**src/rtl/fp_add_normalize.sv**
```systemverilog
// rtl/fp_add_normalize.sv - FP adder back end: mantissa add, sign fix-up, left normalize, pack
// Optional FAST_NORM_EN: single-cycle leading-zero normalizer instead of one shift per cycle.
module fp_add_normalize #(
  parameter int EXP_W  = 8,
  parameter int MANT_W = 24
) (
  input  logic                      clk,
  input  logic                      rst,
  input  logic                      in_valid,
  output logic                      in_ready,
  input  logic                      s1,
  input  logic [EXP_W-1:0]          e_in,
  input  logic [MANT_W-1:0]         op1,
  input  logic [MANT_W-1:0]         op2,
  input  logic                      flag,
  output logic                      out_valid,
  input  logic                      out_ready,
  output logic [EXP_W+MANT_W-1:0]   result,
  output logic                      busy
);

  localparam int RES_W = EXP_W + MANT_W;

  typedef enum logic [1:0] {IDLE, ADD, NORM, DONE} state_t;

  state_t              state_q, state_d;
  logic                s1_q, s1_d, flag_q, flag_d, sign_q, sign_d;
  logic [EXP_W-1:0]    exp_q, exp_d;
  logic [MANT_W-1:0]   op1_q, op1_d, op2_q, op2_d, mant_q, mant_d;
  logic [RES_W-1:0]    result_q, result_d;
  logic                out_valid_q, out_valid_d, in_ready_q, in_ready_d, busy_q, busy_d;

  logic [MANT_W:0]     sum;
  logic [EXP_W:0]      exp_inc;
  logic [MANT_W-1:0]   add_mant;
  logic [EXP_W-1:0]    add_exp;
  logic                add_sign, add_inf;

  logic [MANT_W-1:0]   norm_mant;
  logic [EXP_W-1:0]    norm_exp;
  logic                norm_flush, norm_done;

  // op2 arrives already negated for subtraction, so a carry out means op1 >= |op2|
  always_comb begin
    sum      = {1'b0, op1_q} + {1'b0, op2_q};
    exp_inc  = {1'b0, exp_q} + {{EXP_W{1'b0}}, 1'b1};
    add_mant = sum[MANT_W-1:0];
    add_exp  = exp_q;
    add_sign = s1_q;
    add_inf  = 1'b0;
    if (!flag_q) begin
      if (sum[MANT_W]) begin
        add_mant = sum[MANT_W:1];
        add_exp  = exp_inc[EXP_W-1:0];
        add_inf  = (exp_inc >= {1'b0, {EXP_W{1'b1}}});
      end
    end else if (op2_q == '0) begin
      add_mant = op1_q;
    end else if (!sum[MANT_W]) begin
      add_mant = ~sum[MANT_W-1:0] + {{(MANT_W-1){1'b0}}, 1'b1};
      add_sign = ~s1_q;
    end
  end

`ifdef FAST_NORM_EN
  localparam int LZ_W = $clog2(MANT_W + 1);
  logic [LZ_W-1:0]  lz;
  logic [EXP_W-1:0] lz_ext;

  always_comb begin
    lz = LZ_W'(MANT_W);
    for (int i = 0; i < MANT_W; i++) begin
      if (mant_q[i]) lz = LZ_W'(MANT_W - 1 - i);
    end
  end

  assign lz_ext = EXP_W'(lz);

  always_comb begin
    norm_mant  = mant_q << lz;
    norm_exp   = exp_q - lz_ext;
    norm_flush = (exp_q <= lz_ext);
    norm_done  = 1'b1;
  end
`else
  // Shift and leading-bit test share a cycle so k shifts cost exactly k cycles
  always_comb begin
    norm_mant  = {mant_q[MANT_W-2:0], 1'b0};
    norm_exp   = exp_q - EXP_W'(1);
    norm_flush = (exp_q <= EXP_W'(1));
    norm_done  = norm_mant[MANT_W-1];
  end
`endif

  always_comb begin
    state_d     = state_q;
    s1_d        = s1_q;
    flag_d      = flag_q;
    sign_d      = sign_q;
    exp_d       = exp_q;
    op1_d       = op1_q;
    op2_d       = op2_q;
    mant_d      = mant_q;
    result_d    = result_q;
    out_valid_d = out_valid_q;
    in_ready_d  = in_ready_q;
    busy_d      = busy_q;
    case (state_q)
      IDLE: begin
        if (in_valid) begin
          s1_d       = s1;
          exp_d      = e_in;
          op1_d      = op1;
          op2_d      = op2;
          flag_d     = flag;
          in_ready_d = 1'b0;
          busy_d     = 1'b1;
          state_d    = ADD;
        end
      end
      ADD: begin
        mant_d = add_mant;
        exp_d  = add_exp;
        sign_d = add_sign;
        if (add_inf) begin
          result_d    = {s1_q, {EXP_W{1'b1}}, {(MANT_W-1){1'b0}}};
          out_valid_d = 1'b1;
          state_d     = DONE;
        end else if (add_mant == '0) begin
          result_d    = '0;
          out_valid_d = 1'b1;
          state_d     = DONE;
        end else if (add_mant[MANT_W-1]) begin
          result_d    = {add_sign, add_exp, add_mant[MANT_W-2:0]};
          out_valid_d = 1'b1;
          state_d     = DONE;
        end else begin
          state_d = NORM;
        end
      end
      NORM: begin
        if (norm_flush) begin
          result_d    = {sign_q, {(RES_W-1){1'b0}}};
          out_valid_d = 1'b1;
          state_d     = DONE;
        end else begin
          mant_d = norm_mant;
          exp_d  = norm_exp;
          if (norm_done) begin
            result_d    = {sign_q, norm_exp, norm_mant[MANT_W-2:0]};
            out_valid_d = 1'b1;
            state_d     = DONE;
          end
        end
      end
      DONE: begin
        if (out_ready) begin
          out_valid_d = 1'b0;
          in_ready_d  = 1'b1;
          busy_d      = 1'b0;
          state_d     = IDLE;
        end
      end
      default: state_d = IDLE;
    endcase
  end

  always_ff @(posedge clk or posedge rst) begin
    if (rst) begin
      state_q     <= IDLE;
      s1_q        <= 1'b0;
      flag_q      <= 1'b0;
      sign_q      <= 1'b0;
      exp_q       <= '0;
      op1_q       <= '0;
      op2_q       <= '0;
      mant_q      <= '0;
      result_q    <= '0;
      out_valid_q <= 1'b0;
      in_ready_q  <= 1'b1;
      busy_q      <= 1'b0;
    end else begin
      state_q     <= state_d;
      s1_q        <= s1_d;
      flag_q      <= flag_d;
      sign_q      <= sign_d;
      exp_q       <= exp_d;
      op1_q       <= op1_d;
      op2_q       <= op2_d;
      mant_q      <= mant_d;
      result_q    <= result_d;
      out_valid_q <= out_valid_d;
      in_ready_q  <= in_ready_d;
      busy_q      <= busy_d;
    end
  end

  assign in_ready  = in_ready_q;
  assign out_valid = out_valid_q;
  assign result    = result_q;
  assign busy      = busy_q;

endmodule
```
**config.mk**
```make
export PLATFORM = sky130hd
export DESIGN_NAME = fp_add_normalize
export DESIGN_NICKNAME = d
export VERILOG_FILES = /design/src/rtl/fp_add_normalize.sv
export SDC_FILE = /design/constraint.sdc
export NUM_CORES = 1
export LEC_CHECK = 0
export ABC_AREA = 1
export BUFFER_PORTS_ARGS = -buffer_cell sky130_fd_sc_hd__clkbuf_2
export CAP_MARGIN = 20
export CORE_MARGIN = 5
export CORE_UTILIZATION = 46
export DETAILED_ROUTE_END_ITERATION = 8
export PLACE_DENSITY = 0.72
export SLEW_MARGIN = 25
export SYNTH_ARGS = -nofsm -noshare
export SYNTH_HDL_FRONTEND = slang
export SYNTH_SLANG_ARGS = --single-unit
```
**constraint.sdc**
```tcl
create_clock -name clk -period 4.2 [get_ports clk]
set_clock_uncertainty 0.2 [all_clocks]
set_input_delay 0.84 -clock clk [delete_from_list [all_inputs] [get_ports clk]]
set_output_delay 0.84 -clock clk [all_outputs]
set_load 0.02 [all_outputs]
```
Yosys cells after proc, flatten, opt, wreduce, memory -nomap -nowiden
Index checks and enable logic that the tools add are counted.
{"block": "op_classes", "n_mux": 42, "bitwise": 2, "n_reduce_logical": 14, "magnitude_cmp": 2, "add_sub_neg": 4, "n_eq_ne": 8}
{"operator": "$mux W32", "count": 5}
{"operator": "$mux W24", "count": 4}
{"operator": "$pmux W32 S2", "count": 1}
{"operator": "$logic_not A24 Y1", "count": 2}
{"operator": "$pmux W23 S2", "count": 1}
{"operator": "$mux W8", "count": 4}
{"operator": "$add A24 B24 Y25", "count": 1}
{"operator": "$add A24 B1 Y24 const B", "count": 1}
{"operator": "$not A24 Y24", "count": 1}
{"operator": "$pmux W8 S3", "count": 1}
{"operator": "$mux W23", "count": 1}
{"operator": "$mux W1", "count": 17}
{"operator": "$reduce_and A3 Y1", "count": 4}
{"operator": "$add A8 B1 Y9 const B", "count": 1}
{"operator": "$ge A9 B8 Y1 const B", "count": 1}
{"operator": "$le A8 B1 Y1 const B", "count": 1}
{"operator": "$mux W2", "count": 4}
{"operator": "$pmux W2 S4", "count": 1}
{"operator": "$sub A8 B1 Y8 const B", "count": 1}
{"operator": "$ne A2 B2 Y1 const B", "count": 3}
{"operator": "$reduce_bool A3 Y1", "count": 2}
{"operator": "$eq A2 B2 Y1 const B", "count": 2}
{"operator": "$ne A4 B4 Y1 const B", "count": 1}
{"operator": "$pmux W1 S2", "count": 2}
{"operator": "8 further kinds", "count": 10}
{"block": "totals", "reg_bits": 119, "out_inout_bits": 35, "word_cells": 84}

Logic depth before layout (Yosys ltp)
Gate-level depths: netlist of run 1.
{"block": "depth", "ltp_word": 10, "depth_mapped": 30}

Worst setup path before layout of run 1
No wires, ideal clock.
{"block": "synth_timing", "path_type": "reg2reg", "from": "reg op1_q[0]", "to": "reg result_q[16] (netlist: result[16])", "setup_slack_ps": 766, "arrival_time_ps": 3117, "period_less_slack_ps": 3434, "setup_ps": 117, "stages_incl_launch_ff": 25, "t_required_ps": 3883, "cell_sequence": "dfrtp_1 -> ha_1 -> inv_1 -> fa_1 -> ha_1 -> inv_1 -> nor2_2 -> nand3_1 -> nor2_2 -> nand2_2 -> nor2_4 -> nand2_2 -> nand2_4 -> nand2_1 -> nand2_1 -> nand3_1 -> a21oi_2 -> nand3_1 -> nor2_1 -> nand3_1 -> nand3b_2 -> nand2_4 -> buf_2 -> nand2_1 -> nand2_1"}
{"block": "synth_via", "elab_chain_len": 10, "elab_cells_between_ends": 16}
{"element": "from (decl)", "line": "29", "text": "logic [MANT_W-1:0] op1_q, op1_d, op2_q, op2_d, mant_q, mant_d;"}
{"element": "from (signal assigned)", "line": "188", "text": "op1_q <= op1_d;"}
{"element": "$add A24 B24 Y25", "line": "45", "text": "sum = {1'b0, op1_q} + {1'b0, op2_q};"}
{"element": "$not A24 Y24", "line": "60", "text": "add_mant = ~sum[MANT_W-1:0] + {{(MANT_W-1){1'b0}}, 1'b1};"}
{"element": "$add A24 B1 Y24", "line": "60"}
{"element": "$mux W24", "line": "59", "text": "end else if (!sum[MANT_W]) begin"}
{"element": "$mux W24", "line": "57", "text": "end else if (op2_q == '0) begin"}
{"element": "$mux W24", "line": "51", "text": "if (!flag_q) begin"}
{"element": "$logic_not A24 Y1 / $mux W32 (equally long branches)", "line": "129, 133"}
{"element": "$mux W32", "line": "129", "text": "end else if (add_mant == '0) begin"}
{"element": "$mux W32", "line": "125", "text": "if (add_inf) begin"}
{"element": "$pmux W32 S2", "line": "108", "text": "case (state_q)"}
{"element": "to (signal assigned)", "line": "191", "text": "result_q <= result_d;"}
{"element": "to (decl)", "line": "30", "text": "logic [RES_W-1:0] result_q, result_d;"}
Several ways; a longest one is shown, not always the timed one. The select of a mux whose other input is x is not followed.
A chain may end at the register's enable or synchronous reset.

Worst setup path after layout of run 1
{"block": "layout_timing", "from": "reg op1_q[0]", "to": "reg result_q[31] (netlist: result[31])"}
{"block": "layout_via", "elab_chain_len": 10, "elab_cells_between_ends": 19}
{"element": "$add A24 B24 Y25", "line": "45"}
{"element": "$not A24 Y24", "line": "60"}
{"element": "$add A24 B1 Y24", "line": "60"}
{"element": "$mux W24", "line": "59"}
{"element": "$mux W24", "line": "57"}
{"element": "$mux W24", "line": "51"}
{"element": "$logic_not A24 Y1", "line": "129"}
{"element": "$mux W32", "line": "129"}
{"element": "$mux W32", "line": "125"}
{"element": "$pmux W32 S2", "line": "108"}
Several ways; a longest one is shown, not always the timed one. The select of a mux whose other input is x is not followed.

==> results_dict.tcl, run 1 <==
set metrics [dict create \
    clock_period_minus_worst_slack_ps 3907 \
    drive_gt1_share_pct 18.93 \
    run_status "completed" \
    timing.hold.worst.start "out_valid" \
    io_pins 97 \
    grt_max_degree 65 \
    ys_seq_elements 119 \
    final_util_pct 55.00 \
    slowest_delay_ps 550 \
    grt_total_ovfl 0 \
    die_area_sq_um 23030 \
    syn_inst_count 1390 \
    detailedRoute.firstIterationViolations 914 \
    diodes 0 \
    period_share_pct 93.02 \
    critical_path_class "flip-flop to flip-flop" \
    ctsLongestPathBuffers 2 \
    cts.sinks 119 \
    worst_setup_path_startpoint "op1_q[0]" \
    cts_made_buffers 17 \
    maxSlewViolCount 0 \
    std_cell_rows 51 \
    clock_tree_from_tritoncts "done" \
    clk_pin_slew_ps 60 \
    synth_warnings 0 \
    final_net_count 1579 \
    layout-area-overhead-vs-synth_pct 16.95 \
    worstSetupEndpointType "flip-flop" \
    grtUsageTotal_pct 24.24 \
    path_cells "ha_4 > inv_1 > fa_2 > ha_1 > inv_1 > nor2_2 > nand3_2 > nor2_4 > nand2_2 > nor2_4 > nand2_2 > nand2_4 > nand2_1 > nand2_1 > nand3_1 > a21oi_2 > nand3_1 > nor2_1 > nand3_1 > nand3b_2 > nand2_4 > buf_8 > nand2_1 > o21ai_0" \
    via_count_of_the_first_global_routing_pass 8880 \
    detail_route.wirelength_mm 27.02 \
    drc 0 \
    dpl.cell_count 1718 \
    vias 9448 \
    cts_hold_buf 0 \
    post-route-cell-area_sq_um 10810 \
    synth_top_flop_cell "dfrtp_1" \
    final_hold_viol_count 0 \
    setup-violations-final 0 \
    fillCellCount 2013 \
    synth.cells.most_frequent "nand2_1 (482), inv_1 (140), nand3_1 (132)" \
    synth_area_leaders "dfrtp_1 (32%), nand2_1 (20%), nand3_1 (7.1%)" \
    cap_viol_max_count 0 \
    initial_antenna_violation_count 0 \
    first_pass_grt_wire_length_mm 44.66 \
    die_x_microns 151.8 \
    die_height_microns 151.8 \
    maxClockFrequency_mhz 256.0 \
    critPathMaxFanout 34 \
    ant_nets 0 \
    placed_area_sq_um 9995 \
    fraction_of_the_yosys_area_taken_by_sequential_cells_pct 32.23 \
    library_cell_with_the_largest_summed_area_after_synthesis "dfrtp_1" \
    cts.htree.levels 4 \
    worst_r2r_startpoint "op1_q[0]" \
    count_of_tritonroute_iterations_in_the_first_routing_pass 7 \
    critical-path-slowest-cell "fa_2" \
    arrival_time_at_the_worst_endpoint_ps 4000 \
    timing.hold.worst.class "flip-flop to flip-flop" \
    place.gp.congestion 0.9466 \
    core_area_sq_um 19650 \
    worst_slew_pin_slew_ps 811.1 \
    post-dp-hpwl_mm 20.71 \
    final_cell_count_no_fill 1760 \
    worstPathRequired_ps 4290 \
    async_set_reset_flop_share_out_of_synthesis_pct 100.0 \
    slew-limit-headroom_pct 45.74 \
    placement.io_buffers 96 \
    synth.cell_area_sq_um 9244 \
    synthesis.area_per_instance_sq_um 6.650 \
    edff_count_synth 0 \
    vias_per_cell 5.368 \
    synthMostInstantiatedCell "nand2_1" \
    netlist.area_leader.share_pct 31.94 \
    effective_utilization_at_floorplan_pct 47.03 \
    cts.root.buffer_cell "clkbuf_16" \
    tns_ps 0 \
    synth.distinct_cells 47 \
    worstSetupStartpointType "flip-flop" \
    synthesis.nets 1487 \
    wire_per_inst_microns 15.35 \
    clkLatencyLatePin_ps 420 \
]
path summary, 6_finish.rpt:
check	cells past startpoint	endpoint	slack (ps)
max	24	result[31]	290
min	2	out_valid	270
max reg2reg	24	result[31]	290
min reg2reg	2	out_valid	270
max in group asynchronous	3	sign_q	2690
min in group asynchronous	2	op2_q[17]	320
worst max-delay path: cells and delay by family, from the launching register on:
kind                       cells  cell delay (ps)
AOI/OAI and AO/OA              2              270
adders and majority gates      3              880
buffers and inverters          3              290
DFF                            1              410
and+or+nand+nor               16             1720
sequential cells by signal, summed over array words and instances (netlist names):
| name | count |
|---|---|
| in_ready | 1 |
| sign_q | 1 |
| s1_q | 1 |
| flag_q | 1 |
| result | 32 |
| busy | 1 |
| out_valid | 1 |
| op2_q | 24 |
| state_q | 2 |
| exp_q | 8 |
| op1_q | 24 |
| mant_q | 23 |
placed cells by master (no fill, tap or decap), types with 3 or more instances in the layout:
master      netlist  routed
nand3_1         132     129
o21bai_1          5       5
clkbuf_8          0       3
a21oi_1          50      48
o211ai_1         12      12
clkinvlp_4        0       3
inv_2            12      11
o31ai_1           5       5
clkbuf_16         0      17
ha_1             34      26
xor2_1           10       9
inv_1           140     139
a22oi_1           8       8
inv_6             0       6
nor2_1          117     112
o21ai_0          61      61
o2111ai_1         3       3
nand4_1          21      21
dfrtp_1         118     118
a31oi_1          12      12
nor2_4            1       4
nand2_2           8      21
nand2_1         482     469
ha_2              0       7
nor3_1            8       8
buf_4             0      29
nor2_2            8      10
clkbuf_2          0      96
o32ai_1           7       7
mux2_2           46      46
nand3_2           1       3
a21oi_2           5       6
o21a_1            7       7
kinds of logic (layout without fill, tap and decap cells):
kind of cell | count (synthesis) | count (layout) | share of synthesized area [%]
simple gates | 788 | 788 | 35.52
buf+inv | 209 | 314 | 8.960
xor+xnor | 10 | 10 | 0.9474
flops | 119 | 119 | 32.23
fa+ha+maj | 35 | 35 | 4.819
compound gates | 183 | 183 | 11.92
mux | 46 | 46 | 5.604
final cells by class:
cell class	instances	area [sq um]	share of cell area [%]
multi-input combinational	1062	5574	51.56
tap	265	331.6	3.067
clock buffer	20	466.7	4.317
timing repair buffer	128	753.2	6.968
sequential	119	2979	27.56
clock inverter	12	115.1	1.065
inverter	154	590.6	5.463
routing by layer:
| metal | part of all wire, % | wire [microns] | track usage, % | vias up |
|---|---|---|---|---|
| met2 | 48 | 13000 | 40.87 | 315 |
| met4 | 1.8 | 490 | 6.199 | 0 |
| li1 | - | - | - | 4719 |
| met3 | 6.3 | 1704 | 4.164 | 43 |
| met1 | 44 | 11830 | 32.39 | 4371 |
| met5 | 0 | 0 | 0 | - |
stage by stage:
| step | setup slack [ps] | hold slack [ps] |
|---|---|---|
| 2_1_floorplan | 4.185 | 274.3 |
| 3_3_place_gp | 82.63 | 255.0 |
| 3_5_place_dp | -9.114 | 261.2 |
| 4_1_cts | 26.02 | 274.1 |
| 5_1_grt | -33.44 | 287.7 |
| 6_report | 293.3 | 266.7 |
what timing repair did:
| item | 4_1_cts | 5_1_grt |
|---|---|---|
| pin swaps | 0 | 8 |
| gates resized for setup | 1 | 45 |
| setup buffers | 0 | 10 |
| endpoints found under the setup margin | 12 | 34 |
Power of run 1 is not shown: default switching activity piles up to over one toggle a cycle in this logic, so the estimate is an artifact.
==> run 2: changes to the inputs <==
--- a/config.mk
+++ b/config.mk
@@ -11,7 +11,8 @@
 export CORE_MARGIN = 5
 export CORE_UTILIZATION = 46
 export DETAILED_ROUTE_END_ITERATION = 8
-export PLACE_DENSITY = 0.72
+export PLACE_DENSITY = 0.7
+export SKIP_CTS_REPAIR_TIMING = 1
 export SLEW_MARGIN = 25
 export SYNTH_ARGS = -nofsm -noshare
 export SYNTH_HDL_FRONTEND = slang
==> constraint.sdc (replaced) <==
create_clock -name clk -period 4.17 [get_ports clk]
set_clock_uncertainty 0.2 [all_clocks]
set_input_delay 0.834 -clock clk [delete_from_list [all_inputs] [get_ports clk]]
set_output_delay 0.834 -clock clk [all_outputs]
set_load 0.02 [all_outputs]
==> run 2 against run 1 <==
  * Fmax shrank 0.66%
  * Global-route usage shrank 0.10 points
  * Non-clock buffer count grew 4
  * Critical path depth grew 1
  * Sequential share of layout area is essentially flat
  * Worst hold slack gained 9.0 ps
  * Critical path type unchanged
  * Final cell count grew 0.23%
  * Core utilization grew 0.051 points
  * Flip-flop and latch count is the same
  * Clock-buffer cell count shrank 2
==> results_dict.tcl, run 2 (synthesis gave the netlist of run 1 again) <==
set metrics [dict create \
    grt_total_ovfl 0 \
    post-dp-hpwl_mm 20.58 \
    cts.htree.levels 4 \
    grtUsageTotal_pct 24.14 \
    critical-path-slowest-cell "fa_2" \
    timing.hold.worst.class "flip-flop to flip-flop" \
    worstPathRequired_ps 4330 \
    dpl.cell_count 1725 \
    layout.cells.most_common_list "nand2_1 (474), inv_1 (139), nand3_1 (129)" \
    ctsLongestPathBuffers 2 \
    initial_antenna_violation_count 0 \
    detailedRoute.firstIterationViolations 668 \
    place.gp.congestion 0.9835 \
    worst_r2r_startpoint "op1_q[0]" \
    maxClockFrequency_mhz 254.3 \
    drc 0 \
    core_area_sq_um 19650 \
    drive_gt1_share_pct 18.61 \
    clkLatencyLatePin_ps 430 \
    vias 9397 \
    final_net_count 1583 \
    critPathMaxFanout 30 \
    critPathCapture "result[23]" \
    die_x_microns 151.8 \
    clock_tree_from_tritoncts "done" \
    worstRegToRegCells 25 \
    critical_path_class "flip-flop to flip-flop" \
    period_share_pct 94.31 \
    timing.hold.worst.start "result[4]" \
    slowest_delay_ps 550 \
    final_util_pct 55.05 \
    grt_max_degree 66 \
    clock_period_minus_worst_slack_ps 3933 \
    maxSlewViolCount 0 \
    ff2ff_setup_slack_ps 240 \
    diodes 0 \
    detail_route.wirelength_mm 26.87 \
    preCtsSetupSlack_ps 97.52 \
    cap_viol_max_count 0 \
    flip_flop_count_of_the_largest_register_after_layout 32 \
    via_count_of_the_first_global_routing_pass 8795 \
    layout_commonest_cell "nand2_1" \
    die_area_sq_um 23030 \
    worst_slew_pin_slew_ps 803.3 \
    vias_per_cell 5.327 \
    slew-limit-headroom_pct 46.26 \
    std_cell_rows 51 \
    run_status "completed" \
    die_height_microns 151.8 \
    timing.rr.end "result[23]" \
    final_cell_count_no_fill 1764 \
    cts.sinks 119 \
    dominant_cell_type_by_count_on_the_critical_path "nand2_1" \
    io_pins 97 \
    first_pass_grt_wire_length_mm 44.04 \
    cts_made_buffers 17 \
    layout-area-overhead-vs-synth_pct 17.05 \
    timing.final.ws_setup_ps 237.4 \
    placement.io_buffers 96 \
    arrival_time_at_the_worst_endpoint_ps 4090 \
    clk_pin_slew_ps 60 \
    fillCellCount 2011 \
    cts.root.buffer_cell "clkbuf_16" \
    worstSetupEndpointType "flip-flop" \
    worstSetupStartpointType "flip-flop" \
    worst_setup_path_startpoint "op1_q[0]" \
    count_of_tritonroute_iterations_in_the_first_routing_pass 5 \
    setup-violations-final 0 \
    ant_nets 0 \
    effective_utilization_at_floorplan_pct 47.03 \
    wire_per_inst_microns 15.23 \
    final_hold_viol_count 0 \
]
## run 2: changes by cell type in the layout (fill, tap and decap cells not counted), moves of 2 or more
cell,change
clkbuf_8,-2
ha_1,+2
nand2_1,+5
buf_4,+3
ha_2,-2
nand2_2,-6
## run 2: worst max-delay path, delay by kind of cell (launching register included)
| family | cells | cell delay, ps |
|---|---|---|
| fa+ha+maj | 3 | 870 |
| buf+inv | 4 | 360 |
| compound gates | 1 | 240 |
| simple gates | 17 | 1800 |
| flops | 1 | 400 |
## run 2: layout make-up
class / count / area [sq um] / share of cell area, %
inverters: 154 / 585.6 / 5.412
multi-input cells: 1062 / 5554 / 51.33
well taps: 265 / 331.6 / 3.064
clock inverters: 14 / 138.9 / 1.284
flip-flops and latches: 119 / 2979 / 27.53
clock buffers: 18 / 439.2 / 4.059
repair buffers: 132 / 792.0 / 7.320
## run 2: layer usage
metal | vias up | GRT usage, % | wire length [microns]
li1 | 4739 | - | -
met1 | 4289 | 31.95 | 11680
met2 | 319 | 40.27 | 12900
met3 | 50 | 4.640 | 1717
met4 | 0 | 7.053 | 569
met5 | - | 0 | 0
## run 2: worst min-delay path by stage
stage                 end  slack (ps)  cells after the start
2_1_floorplan   mant_q[0]         270                      2
3_3_place_gp   result[22]         260                      2
3_5_place_dp    result[4]         270                      2
4_1_cts         result[4]         280                      2
5_1_grt        result[21]         300                      2
6_report        result[4]         280                      2
## run 2: metrics by stage
step / hold WS [ps] / instance area, sq um / setup TNS, ps
2_1_floorplan: 274.3 / 9248 / 0
3_3_place_gp: 263.7 / 10070 / 0
3_5_place_dp: 265.4 / 10070 / 0
4_1_cts: 282.2 / 10650 / 0
5_1_grt: 298.5 / 10820 / -611.4
6_report: 275.6 / 10820 / 0
Power of run 2 is left out for the same reason.
